--- config.mk ---
export PLATFORM = sky130hd
export DESIGN_NAME = lrwait_tcdm_queue
export DESIGN_NICKNAME = d
export VERILOG_FILES = /design/src/rtl/lrwait_tcdm_queue.sv
export SDC_FILE = /design/constraint.sdc
export NUM_CORES = 1
export LEC_CHECK = 0
export ABC_AREA = 1
export ABC_CLOCK_PERIOD_IN_PS = 2600
export BUFFER_PORTS_ARGS = -buffer_cell sky130_fd_sc_hd__buf_2
export CORE_UTILIZATION = 50
export DETAILED_ROUTE_END_ITERATION = 10
export PLACE_DENSITY = 0.81
export SLEW_MARGIN = 20
export SYNTH_ARGS = -nofsm -noshare
export SYNTH_HDL_FRONTEND = slang
export SYNTH_SLANG_ARGS = --single-unit
--- constraint.sdc ---
create_clock -name clk_i -period 2.6 [get_ports clk_i]
set_clock_uncertainty 0.15 [all_clocks]
set_input_delay 0.39 -clock clk_i [delete_from_list [all_inputs] [get_ports clk_i]]
set_output_delay 0.39 -clock clk_i [all_outputs]
set_load 0.05 [all_outputs]
--- src/rtl/lrwait_tcdm_queue.sv ---
// lrwait_tcdm_queue: bank-side LRWait/SCWait queue controller in front of one TCDM SRAM bank
// Ports: in_* is the request from the interconnect (in_lrwait_i marks a WakeUp carrying {ini,id}
// in in_data_i), out_* is the registered response (out_lrwait_o marks a SuccUpdate to the old tail),
// mem_* drives a single-port SRAM whose read data returns one cycle after mem_req_o.
module lrwait_tcdm_queue #(
  parameter int AddrWidth = 32,
  parameter int DataWidth = 32,
  parameter int IniWidth  = 8,
  parameter int IdWidth   = 8
) (
  input  logic                 clk_i,
  input  logic                 rst_ni,
  input  logic                 in_valid_i,
  output logic                 in_ready_o,
  input  logic [AddrWidth-1:0] in_addr_i,
  input  logic                 in_write_i,
  input  logic [3:0]           in_amo_i,
  input  logic [DataWidth-1:0] in_data_i,
  input  logic [3:0]           in_be_i,
  input  logic [IniWidth-1:0]  in_ini_i,
  input  logic [IdWidth-1:0]   in_id_i,
  input  logic                 in_lrwait_i,
  output logic                 out_valid_o,
  input  logic                 out_ready_i,
  output logic [DataWidth-1:0] out_data_o,
  output logic [IniWidth-1:0]  out_ini_o,
  output logic [IdWidth-1:0]   out_id_o,
  output logic                 out_lrwait_o,
  output logic                 out_error_o,
  output logic                 mem_req_o,
  output logic                 mem_we_o,
  output logic [AddrWidth-1:0] mem_addr_o,
  output logic [DataWidth-1:0] mem_wdata_o,
  output logic [3:0]           mem_be_o,
  input  logic [DataWidth-1:0] mem_rdata_i
);
  localparam logic [3:0] AmoLr = 4'hC;
  localparam logic [3:0] AmoSc = 4'hD;
  localparam int Pw = IniWidth + IdWidth;
  logic                 busy, released;
  logic [AddrWidth-1:0] resv_addr;
  logic [IniWidth-1:0]  head_ini, tail_ini;
  logic [IdWidth-1:0]   tail_id;
  logic                 out_valid_q, fresh;
  logic [DataWidth-1:0] data_q;
  logic                 accept, is_lr, is_sc, is_plain, same;
  logic                 lr_grant, lr_enq, sc_ok, wake_ok, rd, wr;
  logic [IniWidth-1:0]  pay_ini, resp_ini;
  logic [IdWidth-1:0]   pay_id, resp_id;
  logic [DataWidth-1:0] resp_data;
  logic                 resp_err;
  assign in_ready_o = !out_valid_q || out_ready_i;
  assign accept     = in_valid_i && in_ready_o;
  assign {pay_ini, pay_id} = in_data_i[Pw-1:0];
  assign is_lr    = !in_lrwait_i && in_amo_i == AmoLr;
  assign is_sc    = !in_lrwait_i && in_amo_i == AmoSc;
  assign is_plain = !in_lrwait_i && !is_lr && !is_sc;
  assign same     = busy && in_addr_i == resv_addr;
  assign lr_grant = is_lr && !busy;
  assign lr_enq   = is_lr && same;
  assign sc_ok    = is_sc && same && in_ini_i == head_ini && !released;
  // a WakeUp is only legal from the releasing head while the lock is in handover
  assign wake_ok  = in_lrwait_i && in_amo_i == AmoLr && same && released && in_ini_i == head_ini;
  assign rd = accept && ((is_plain && !in_write_i) || lr_grant || wake_ok);
  assign wr = accept && ((is_plain && in_write_i) || sc_ok);
  assign mem_req_o   = rd || wr;
  assign mem_we_o    = wr;
  assign mem_addr_o  = mem_req_o ? in_addr_i : '0;
  assign mem_wdata_o = wr ? in_data_i : '0;
  assign mem_be_o    = mem_req_o ? in_be_i : '0;
  assign resp_ini  = wake_ok ? pay_ini : lr_enq ? tail_ini : in_ini_i;
  assign resp_id   = wake_ok ? pay_id : lr_enq ? tail_id : in_id_i;
  assign resp_data = lr_enq ? DataWidth'({in_ini_i, in_id_i}) : (is_sc && !sc_ok) ? DataWidth'(1) : '0;
  assign resp_err  = (is_lr && busy && !same) || (is_sc && !sc_ok) || (in_lrwait_i && !wake_ok);
  assign out_valid_o = out_valid_q;
  // read data is passed straight through in the cycle it arrives, then captured so a stall holds it
  assign out_data_o  = fresh ? mem_rdata_i : data_q;
  always_ff @(posedge clk_i or negedge rst_ni) begin
    if (!rst_ni) begin
      out_valid_q  <= 1'b0;
      fresh        <= 1'b0;
      data_q       <= '0;
      out_ini_o    <= '0;
      out_id_o     <= '0;
      out_lrwait_o <= 1'b0;
      out_error_o  <= 1'b0;
    end else if (accept) begin
      out_valid_q  <= 1'b1;
      fresh        <= rd;
      data_q       <= resp_data;
      out_ini_o    <= resp_ini;
      out_id_o     <= resp_id;
      out_lrwait_o <= lr_enq;
      out_error_o  <= resp_err;
    end else begin
      if (out_ready_i) out_valid_q <= 1'b0;
      if (fresh) begin
        data_q <= mem_rdata_i;
        fresh  <= 1'b0;
      end
    end
  end
  always_ff @(posedge clk_i or negedge rst_ni) begin
    if (!rst_ni) begin
      busy      <= 1'b0;
      released  <= 1'b0;
      resv_addr <= '0;
      head_ini  <= '0;
      tail_ini  <= '0;
      tail_id   <= '0;
    end else if (accept) begin
      if (lr_grant) begin
        busy      <= 1'b1;
        released  <= 1'b0;
        resv_addr <= in_addr_i;
        head_ini  <= in_ini_i;
        tail_ini  <= in_ini_i;
        tail_id   <= in_id_i;
      end
      if (lr_enq) begin
        tail_ini <= in_ini_i;
        tail_id  <= in_id_i;
      end
      // the head releasing with nobody behind it empties the queue
      if (sc_ok) begin
        if (tail_ini == head_ini) busy <= 1'b0;
        else released <= 1'b1;
      end
      if (wake_ok) begin
        head_ini <= pay_ini;
        released <= 1'b0;
      end
    end
  end
endmodule

==> metrics.cfg, run 1 <==
[cts]
cts-root-buf = clkbuf_16
cts_tree = done
h-tree-depth = 3
clk_latency_ns = 0.35
cts_buffers = 9
cts.reportedPaths.clkPinSlew_ns = 0.07
clockBufferDepth = 2
clock_sinks = 110

[detailed_routing]
drt_first_iter_violations = 557
route.vias.total = 7426
wirelength_um = 21850
drc = 0
avgRoutedWirePerCell_um = 14.87
viasPerCell = 5.055
drt-pass1-iter-count = 6
final_antenna_net_count = 0

[outcome]
violations = negative setup slack
status = finished with violations

[place]
gp_congestion = 0.9086
dpl.hpwl_um = 15340
portBuffers = 247

[critical_path]
cp-end-kind = output port
critical_path.top_delay_family = simple AND/OR/NAND/NOR gates
cp.required_ns = 2.06
path_max_fanout = 7
crit_arrival_ns = 2.36
r2r-start = resv_addr[16]
slowest_stage = dfrtp_1
path_common_cell = nor2_2
cp-start-kind = flop
crit_buf_inv = 3
path_class = reg -> out
cpPeakStageDelay_ns = 0.40
worstSetupStartpoint = resv_addr[21]
crit_path_cell_trace = or2_1 > nand2_1 > nor2_2 > nand3b_1 > nor2_2 > nand4_2 > nand3_2 > nor2_4 > buf_12 > clkinvlp_4 > buf_6

[sta]
fmax_mhz = 344.7
slew_headroom_pct = 52.45
worst_slack_ns = -0.3010
hold_viol = 0
tns_ns = -15.39
setup_viol = 70
slew_violations = 0
period_needed_ns = 2.901
period_share_pct = 111.6
rsz0062_at_grt = true
worst_pin_slew_ns = 0.7133

[yosys]
synth_top_area_cell = dfrtp_1
syn-num-nets = 1100
synth_flop_cell = dfrtp_1
synth-edff-count = 0
synth_area_um2 = 6618
synthCells = 974
syn_avg_cell_area_um2 = 6.794
synth_seq_cells = 110
yosysWarnings = 0
ys_seq_area_share_pct = 41.60
netlist.area_leader.share_pct = 41.60
async_reset_ff_share_pct = 100.0
synthDistinctLibCells = 29
yosys-top-cells-area = dfrtp_1, nand2_1, inv_1

[global_route]
globalRouteTotalUtil_pct = 31.05
grt_pass1_wl_um = 32470
antenna_found_initial = 2
grt_pass1_vias = 6901
grt_max_degree = 75
grt_overflow = 0

[pwr]
swShare_pct = 34.23
power_switching_mw = 1.628
irDropWorstVdd_uv = 287.6
power_frac_seq_pct = 38.5
powerDensity_nw_per_um2 = 469.3
clockPowerShare_pct = 32.3
intPower_mw = 3.128
p_comb_share_pct = 29.1
p_leak_nw = 5.544

[die]
fp-row-count = 41
die_h_um = 117.0
io_pins = 248
initial_core_util_pct = 51.81
die-area_um2 = 13700
fp.dieW_um = 117.0
core_um2 = 12770

[job]
drv_cap = 0

[hold_path]
hp-start = in_id_i[7]
hp-class = in -> reg

[finish]
drive_gt1_share_pct = 38.49
areaGrowthSynthToFinish_pct = 53.11
nNetsFinal = 1415
finish.utilization_pct = 79.32

power groups by stage:
stage	Clock (mW)	Sequential, mW	Combinational (mW)
final	1.54	1.83	1.39
after CTS	1.54	1.83	1.35
after detailed placement	0	1.86	1.28
after global placement	0	1.86	1.27
after floorplan	0	1.99	0.717
after global routing	1.62	1.84	1.48
cell families after synthesis:
family / share of synthesized area [%]
flops: 41.60
simple gates: 31.97
buf+inv: 13.12
xor+xnor: 2.779
mux: 2.723
compound gates: 7.809
synthesized netlist by cell type, drive strengths merged (3+ instances only):
cell type	number
buf	14
clkbuf	21
dfrtp	110
inv	184
mux2	16
nand2	314
nand3	42
nand3b	3
nand4	12
nor2	130
o21ai	99
xnor2	12
xor2	9
routing by layer:
layer	GRT usage [%]	vias up	wire length (um)
met4	13.25	0	802
met1	38.38	3396	8739
met2	52.19	392	10530
li1	-	3562	-
met3	7.312	76	1778
met5	0	-	0
final cells by class:
type,count,area (um2)
multi-input combinational,645,3541
fill,856,2641
sequential,110,2754
clock inverter,5,81.33
timing repair buffer,339,2559
clock buffer,11,252.7
antenna,3,7.507
tap,172,215.2
inverter,184,721.9
cell usage in the layout, fill, tap and decap left out, types with 3 or more instances in the layout:
| cell type | count |
|---|---|
| buf_4 | 82 |
| buf_2 | 176 |
| clkbuf_16 | 10 |
| nand2_2 | 15 |
| buf_8 | 18 |
| xor2_1 | 9 |
| o21ai_0 | 98 |
| inv_4 | 5 |
| mux2_2 | 16 |
| xnor2_1 | 11 |
| nor2_4 | 70 |
| nand2_1 | 297 |
| nor2_1 | 47 |
| nand3_1 | 39 |
| inv_1 | 165 |
| nand3b_1 | 3 |
| diode_2 | 3 |
| buf_6 | 53 |
| nor2_2 | 13 |
| inv_2 | 11 |
| dfrtp_1 | 109 |
| buf_12 | 8 |
| nand4_1 | 11 |
sequential cells by signal, indices dropped and copies added, names as in the netlist, 8 cells and up:
signal and flops:
out_ini_o 8, tail_ini 8, tail_id 8, out_id_o 8, head_ini 8, data_q 32, resv_addr 32
worst reg2reg max path, stage by stage, from the launching register on:
cell and delay [ns]:
dfrtp_1 0.39, xnor2_1 0.19, buf_4 0.16, nand2_1 0.05, nor2_1 0.11, nand2_1 0.05
nor2_1 0.18, nand4_2 0.15, buf_4 0.16, buf_4 0.20, nand2_1 0.28, nand2_1 0.10
nand2_1 0.06
timing repair:
action                                 in CTS  in global routing
cloned                                      0                  1
buffers inserted                            3                  6
setup endpoints to repair                  70                 70
pin swaps                                   2                  7
hold buffers                                1                  0
endpoints found under the hold margin      18                  0
resized for setup                         145                 34
path summary, 6_finish.rpt:
kind | slack [ns] | end | cells past startpoint
setup / recovery | -0.30 | mem_req_o | 11
hold / removal | 0.12 | tail_id[7] | 3
setup reg to reg | 0.29 | head_ini[5] | 12
hold reg to reg | 0.36 | resv_addr[8] | 2
max in group asynchronous | 1.28 | out_valid_o | 3
min in group asynchronous | 0.32 | resv_addr[15] | 2
stage by stage:
step,cells,worst slack (ns),power (mW),hold WS [ns],instance area (um2)
after global routing,1468,-0.4039,4.940,0.1440,10130
after detailed placement,1439,-0.09894,3.147,0.1512,9112
final,1469,-0.3010,4.755,0.1155,10130
after global placement,1439,-0.08477,3.132,0.1595,9112
after floorplan,974,-0.08183,2.711,-0.05559,7142
after CTS,1459,-0.2351,4.723,0.1073,9938
(Power assumes the default switching activity.)
==> run 2, diff against run 1 <==
--- a/config.mk
+++ b/config.mk
@@ -6,8 +6,8 @@
 export NUM_CORES = 1
 export LEC_CHECK = 0
 export ABC_AREA = 1
-export ABC_CLOCK_PERIOD_IN_PS = 2600
 export BUFFER_PORTS_ARGS = -buffer_cell sky130_fd_sc_hd__buf_2
+export CORE_MARGIN = 5
 export CORE_UTILIZATION = 50
 export DETAILED_ROUTE_END_ITERATION = 10
 export PLACE_DENSITY = 0.81
==> run 2 against run 1 <==
Compared with the run above:
- the flow still finishes with violations (negative setup slack)
- register-to-register slack better by 0.02 ns
- flip-flop and latch count stayed put
- final area is 1.2% lower
- utilization is 2.8 points lower
- die area is 14% higher
- clock power is 8% lower
- via count is 2.4% lower
- global-route usage is 3.8 points lower
- critical path type unchanged
- maximum frequency is 0.87% higher
- total power is 2.7% lower
==> metrics.cfg, run 2 (same netlist as run 1, synthesis figures left out) <==
[finish]
finish.utilization_pct = 76.51  ; -2.8 points
final_cell_mix = nand2_1, buf_2, inv_1, dfrtp_1, o21ai_0
drive_gt1_share_pct = 37.58  ; -0.91 points
nNetsFinal = 1401  ; -0.99%
layout_top_registers = data_q x32, resv_addr x32
final_common_cell = nand2_1
areaGrowthSynthToFinish_pct = 51.28

[die]
fp-row-count = 42  ; +2.4%
die-area_um2 = 15640  ; +14%
io_pins = 248  ; unchanged
fp.dieW_um = 125.0  ; +6.8%
die_h_um = 125.0  ; +6.8%
core_um2 = 13090  ; +2.4%
initial_core_util_pct = 50.57  ; -1.2 points

[cts]
clockBufferDepth = 2  ; unchanged
cts_buffers = 9  ; unchanged
cts.reportedPaths.clkPinSlew_ns = 0.07  ; about the same
clk_latency_ns = 0.35  ; about the same
h-tree-depth = 3  ; unchanged
cts-root-buf = clkbuf_16
cts_tree = done
clock_sinks = 110  ; unchanged

[detailed_routing]
avgRoutedWirePerCell_um = 15.27  ; +2.7%
wirelength_um = 22250  ; +1.8%
drt-pass1-iter-count = 5  ; -1
final_antenna_net_count = 0  ; unchanged
viasPerCell = 4.976  ; -1.6%
drt_first_iter_violations = 554  ; -0.54%
drc = 0  ; unchanged
route.vias.total = 7250  ; -2.4%

[sta]
fmax_mhz = 347.7  ; +0.87%
worst_slack_ns = -0.2761  ; +0.02491 ns
period_needed_ns = 2.876  ; -0.02491 ns
slew_headroom_pct = 61.86  ; +9.4 points
setup_viol = 70  ; unchanged
period_share_pct = 110.6  ; -0.96 points
holdWs_ns = 0.1077  ; -0.007709 ns
rsz0062_at_grt = true
hold_viol = 0  ; unchanged
slew_violations = 0  ; unchanged
worst_pin_slew_ns = 0.5721  ; -0.1412 ns

[critical_path]
cp.required_ns = 2.06  ; about the same
r2r_slack_ns = 0.31  ; +0.02 ns
cp-start-kind = flop
path_class = reg -> out
path_max_fanout = 13  ; +6
ff2ff_path_depth = 14  ; +2
cp-end-kind = output port
crit_arrival_ns = 2.34  ; -0.02 ns

[pwr]
powerDensity_nw_per_um2 = 462.0  ; -1.6%
p_leak_nw = 5.471  ; -1.3%
irDropWorstVdd_uv = 248.3  ; -14%

[place]
portBuffers = 247  ; unchanged
dpl_worst_slack_ns = -0.1967  ; -0.09773 ns
gp_congestion = 0.8869  ; -2.4%
dpl.hpwl_um = 16200  ; +5.6%

[global_route]
use_met1_pct = 33.14  ; -5.2 points
antenna_found_initial = 2  ; unchanged
grt_util_met2_pct = 46.00  ; -6.2 points
busiest_layer = met2
grt_overflow = 0  ; unchanged
grt_pass1_wl_um = 34760  ; +7.1%
met3_usage_pct = 6.823  ; -0.49 points
grt_pass1_vias = 7105  ; +3.0%
grt_max_degree = 65  ; -13%
globalRouteTotalUtil_pct = 27.28  ; -3.8 points

[hold_path]
hp-class = in -> reg
hold_path_depth = 3  ; unchanged

[outcome]
status = finished with violations
violations = negative setup slack

[job]
drv_cap = 0  ; unchanged

run 2: cell count changes in the layout (fill, tap and decap cells not counted), sizes merged:
cell / previous run / this run
buf: 337 / 323
bufinv: 2 / 1
clkbuf: 12 / 14
clkinv: 2 / 1
diode: 3 / 1
run 2: metal layers:
metal / vias up / share of wire, % / wire length, um
met2: 319 / 49 / 10860
met3: 65 / 7.5 / 1664
met4: 2 / 3.5 / 786
met1: 3332 / 40 / 8925
li1: 3532 / - / -
met5: - / 0.058 / 13
run 2: where the power goes:
part	total, mW	internal [mW]	leakage, nW	switching [mW]
Sequential	1.83	1.79	1.40	0.0378
Clock	1.42	0.800	0.146	0.620
Combinational	1.38	0.432	3.92	0.943
Total	4.62	3.02	5.47	1.60
run 2: critical path, stage by stage, from the launching register on:
cell     delay (ns)
dfrtp_1        0.39
inv_1          0.05
nand2_1        0.07
nand2_1        0.07
nor2_2         0.12
nand2_1        0.08
nor2_2         0.15
nand2_2        0.09
nor2_4         0.12
nand3_4        0.11
a21oi_4        0.18
nor2_4         0.09
buf_12         0.17
nor2_4         0.12
buf_6          0.16
run 2: through the flow:
step | std cells | instance area (um2) | power, mW | setup TNS (ns)
3_3_place_gp | 1433 | 9030 | 3.119 | -8.028
5_1_grt | 1457 | 10010 | 4.807 | -22.75
2_1_floorplan | 974 | 7142 | 2.711 | -2.126
4_1_cts | 1453 | 9847 | 4.616 | -12.05
6_report | 1457 | 10010 | 4.625 | -16.07
3_5_place_dp | 1433 | 9030 | 3.142 | -9.988
run 2: area by class of cell:
class,count,area [um2]
repair buffers,325,2470
multi-input cells,645,3540
diodes,1,2.502
fillers,942,3074
well taps,176,220.2
clock buffers,13,260.3
inverters,184,721.9
flip-flops and latches,110,2754
clock inverters,3,42.54
run 2: what timing repair did:
action	4_1_cts	5_1_grt
endpoints found under the setup margin	70	70
pin swaps	3	2
hold buffers	1	0
gates resized for setup	152	30
setup buffers	4	1
gates cloned	0	2
endpoints found under the hold margin	36	0
run 2: worst paths after layout:
path,start,end
max,resv_addr[18],mem_addr_o[15]
min,in_id_i[1],tail_id[1]
max reg2reg,resv_addr[18],busy
min reg2reg,out_lrwait_o,out_lrwait_o
max in group asynchronous,rst_ni,out_ini_o[7]
min in group asynchronous,rst_ni,resv_addr[15]
==> run 3, diff against run 2 <==
--- a/config.mk
+++ b/config.mk
@@ -11,6 +11,7 @@
 export CORE_UTILIZATION = 50
 export DETAILED_ROUTE_END_ITERATION = 10
 export PLACE_DENSITY = 0.81
+export RECOVER_POWER = 25
 export SLEW_MARGIN = 20
 export SYNTH_ARGS = -nofsm -noshare
 export SYNTH_HDL_FRONTEND = slang
==> run 3 against run 2 <==
Compared with the run above:
- the run still ends with negative setup slack left
- non-clock buffer count is the same
- combinational power hardly changed
- clock power about the same
- clock-buffer cell count is the same
- critical path type unchanged
- largest cell class unchanged
==> metrics.cfg, run 3 (same netlist as run 1, synthesis figures left out) <==
[detailed_routing]
drc = 0  ; unchanged
drt-pass1-iter-count = 5  ; unchanged
viasPerCell = 4.971  ; about the same
avgRoutedWirePerCell_um = 15.22  ; -0.30%
final_antenna_net_count = 0  ; unchanged
drt-met1-wl_um = 8793  ; -1.5%
highest_layer = met5
wirelength_um = 22180  ; -0.30%
drt_first_iter_violations = 469  ; -15%
dr_wl_met2_um = 10850  ; about the same
met3_length_um = 1727  ; +3.8%
route.vias.total = 7243  ; -0.097%

[cts]
clockBufferDepth = 2  ; unchanged
cts-root-buf = clkbuf_16
h-tree-depth = 3  ; unchanged
clock_sinks = 110  ; unchanged
cts_buffers = 9  ; unchanged
cts.reportedPaths.clkPinSlew_ns = 0.07  ; about the same
clk_latency_ns = 0.35  ; about the same
cts_tree = done

[sta]
worst_pin_slew_ns = 0.9590  ; +0.3869 ns
setup_viol = 70  ; unchanged
hold_viol = 0  ; unchanged
slew_violations = 0  ; unchanged
period_needed_ns = 2.869  ; -0.007091 ns
slew_headroom_pct = 36.07  ; -26 points
fmax_mhz = 348.5  ; +0.25%
tns_ns = -15.70  ; +0.3701 ns
rsz0062_at_grt = true
worst_slack_ns = -0.2690  ; +0.007091 ns
period_share_pct = 110.3  ; -0.27 points

[place]
dpl.cell_count = 1433  ; unchanged
gp_congestion = 0.8869  ; unchanged
portBuffers = 247  ; unchanged
dpl.hpwl_um = 16200  ; unchanged
placed_cell_area_um2 = 9030  ; unchanged

[critical_path]
cp.required_ns = 2.06  ; about the same
cp-start-kind = flop
path_class = reg -> out
path_max_fanout = 13  ; unchanged
cp-end-kind = output port
crit_arrival_ns = 2.33  ; about the same

[finish]
final_cell_area_um2 = 9993  ; -0.18%
finish.utilization_pct = 76.37  ; -0.13 points
nNetsFinal = 1401  ; unchanged
layout_top_registers = data_q x32, resv_addr x32
final-instance-count-excl-fill = 1457  ; unchanged
final_common_cell = nand2_1
drive_gt1_share_pct = 37.58  ; unchanged
nFillCells = 945  ; +0.32%
final_cell_mix = nand2_1, buf_2, inv_1, dfrtp_1, o21ai_0
areaGrowthSynthToFinish_pct = 51.01

[global_route]
grt_pass1_vias = 7105  ; unchanged
grt_overflow = 0  ; unchanged
grt_pass1_wl_um = 34760  ; unchanged
globalRouteTotalUtil_pct = 27.28  ; unchanged
antenna_found_initial = 2  ; unchanged
grt_max_degree = 65  ; unchanged

[pwr]
power_frac_seq_pct = 39.6  ; about the same
swShare_pct = 34.67  ; +0.065 points
fin_total_pwr_mw = 4.625  ; about the same
power_switching_mw = 1.603  ; +0.19%
powerDensity_nw_per_um2 = 462.8  ; +0.18%
intPower_mw = 3.022  ; about the same
p_comb_share_pct = 29.6  ; about the same
p_leak_nw = 5.464  ; -0.11%
clockPowerShare_pct = 30.8  ; about the same
irDropWorstVdd_uv = 246.4  ; -0.77%

[die]
fp.dieW_um = 125.0  ; unchanged
io_pins = 248  ; unchanged
core_um2 = 13090  ; unchanged
die_h_um = 125.0  ; unchanged
initial_core_util_pct = 50.57  ; unchanged
die-area_um2 = 15640  ; unchanged
fp-row-count = 42  ; unchanged

[outcome]
status = finished with violations
violations = negative setup slack

[job]
drv_cap = 0  ; unchanged

[hold_path]
hp-class = in -> reg

## run 3: cell types whose count changed in the layout (fill, tap and decap cells not counted), sizes merged
cell / delta
buf: -1
clkbuf: +1
## run 3: critical path, cell delays in order, from the launching register on
cell     delay, ns
dfrtp_1       0.38
inv_1         0.05
nand2_1       0.07
nand2_1       0.07
nor2_2        0.12
nand2_1       0.08
nor2_2        0.16
nand2_2       0.09
nor2_4        0.12
nand3_4       0.11
a21oi_4       0.18
nor2_4        0.09
buf_12        0.17
nor2_4        0.12
buf_6         0.16
## run 3: layer usage
metal	track usage [%]	vias up
met2	46.00	327
met5	0	-
met4	12.12	2
met1	33.14	3312
li1	-	3535
met3	6.823	67
## run 3: final cells by class
type	count	area, um2	area share, %
inverters	184	721.9	7.224
multi-input cells	645	3540	35.42
clock buffers	13	260.3	2.604
clock inverters	3	42.54	0.4257
diodes	1	2.502	0.02504
flip-flops and latches	110	2754	27.56
repair buffers	325	2452	24.54
well taps	176	220.2	2.204
## run 3: worst paths after layout
path	start	endpoint	slack, ns	cells after the start
max in group asynchronous	rst_ni	out_error_o	0.35	3
worst min-delay path	in_id_i[1]	tail_id[1]	0.11	3
worst max register to register	resv_addr[18]	busy	0.32	14
worst min register to register	out_lrwait_o	out_lrwait_o	0.35	2
worst max-delay path	resv_addr[18]	mem_addr_o[15]	-0.27	14
min in group asynchronous	rst_ni	resv_addr[15]	0.56	2
## run 3: through the flow
step	setup slack (ns)	hold slack, ns
floorplan	-0.08183	-0.05559
detailed placement	-0.1967	0.2415
global placement	-0.1551	0.2399
global route	-0.3716	0.1131
CTS	-0.2241	0.09849
finish	-0.2690	0.1073
## run 3: timing repair
item                                    in CTS  in global routing
cloned                                       0                  2
hold buffers                                 1                  0
pin swaps                                    3                  2
resized for setup                          152                 30
hold endpoints to repair                    36                  0
endpoints found under the setup margin      70                 70
setup buffers                                4                  1
## run 3: power by group through the flow
stage               sequential, mW  clock (mW)  combinational, mW
floorplan                     1.99           0              0.717
global placement              1.86           0               1.26
detailed placement            1.86           0               1.28
CTS                           1.83        1.44               1.35
global route                  1.84        1.50               1.46
finish                        1.83        1.42               1.37
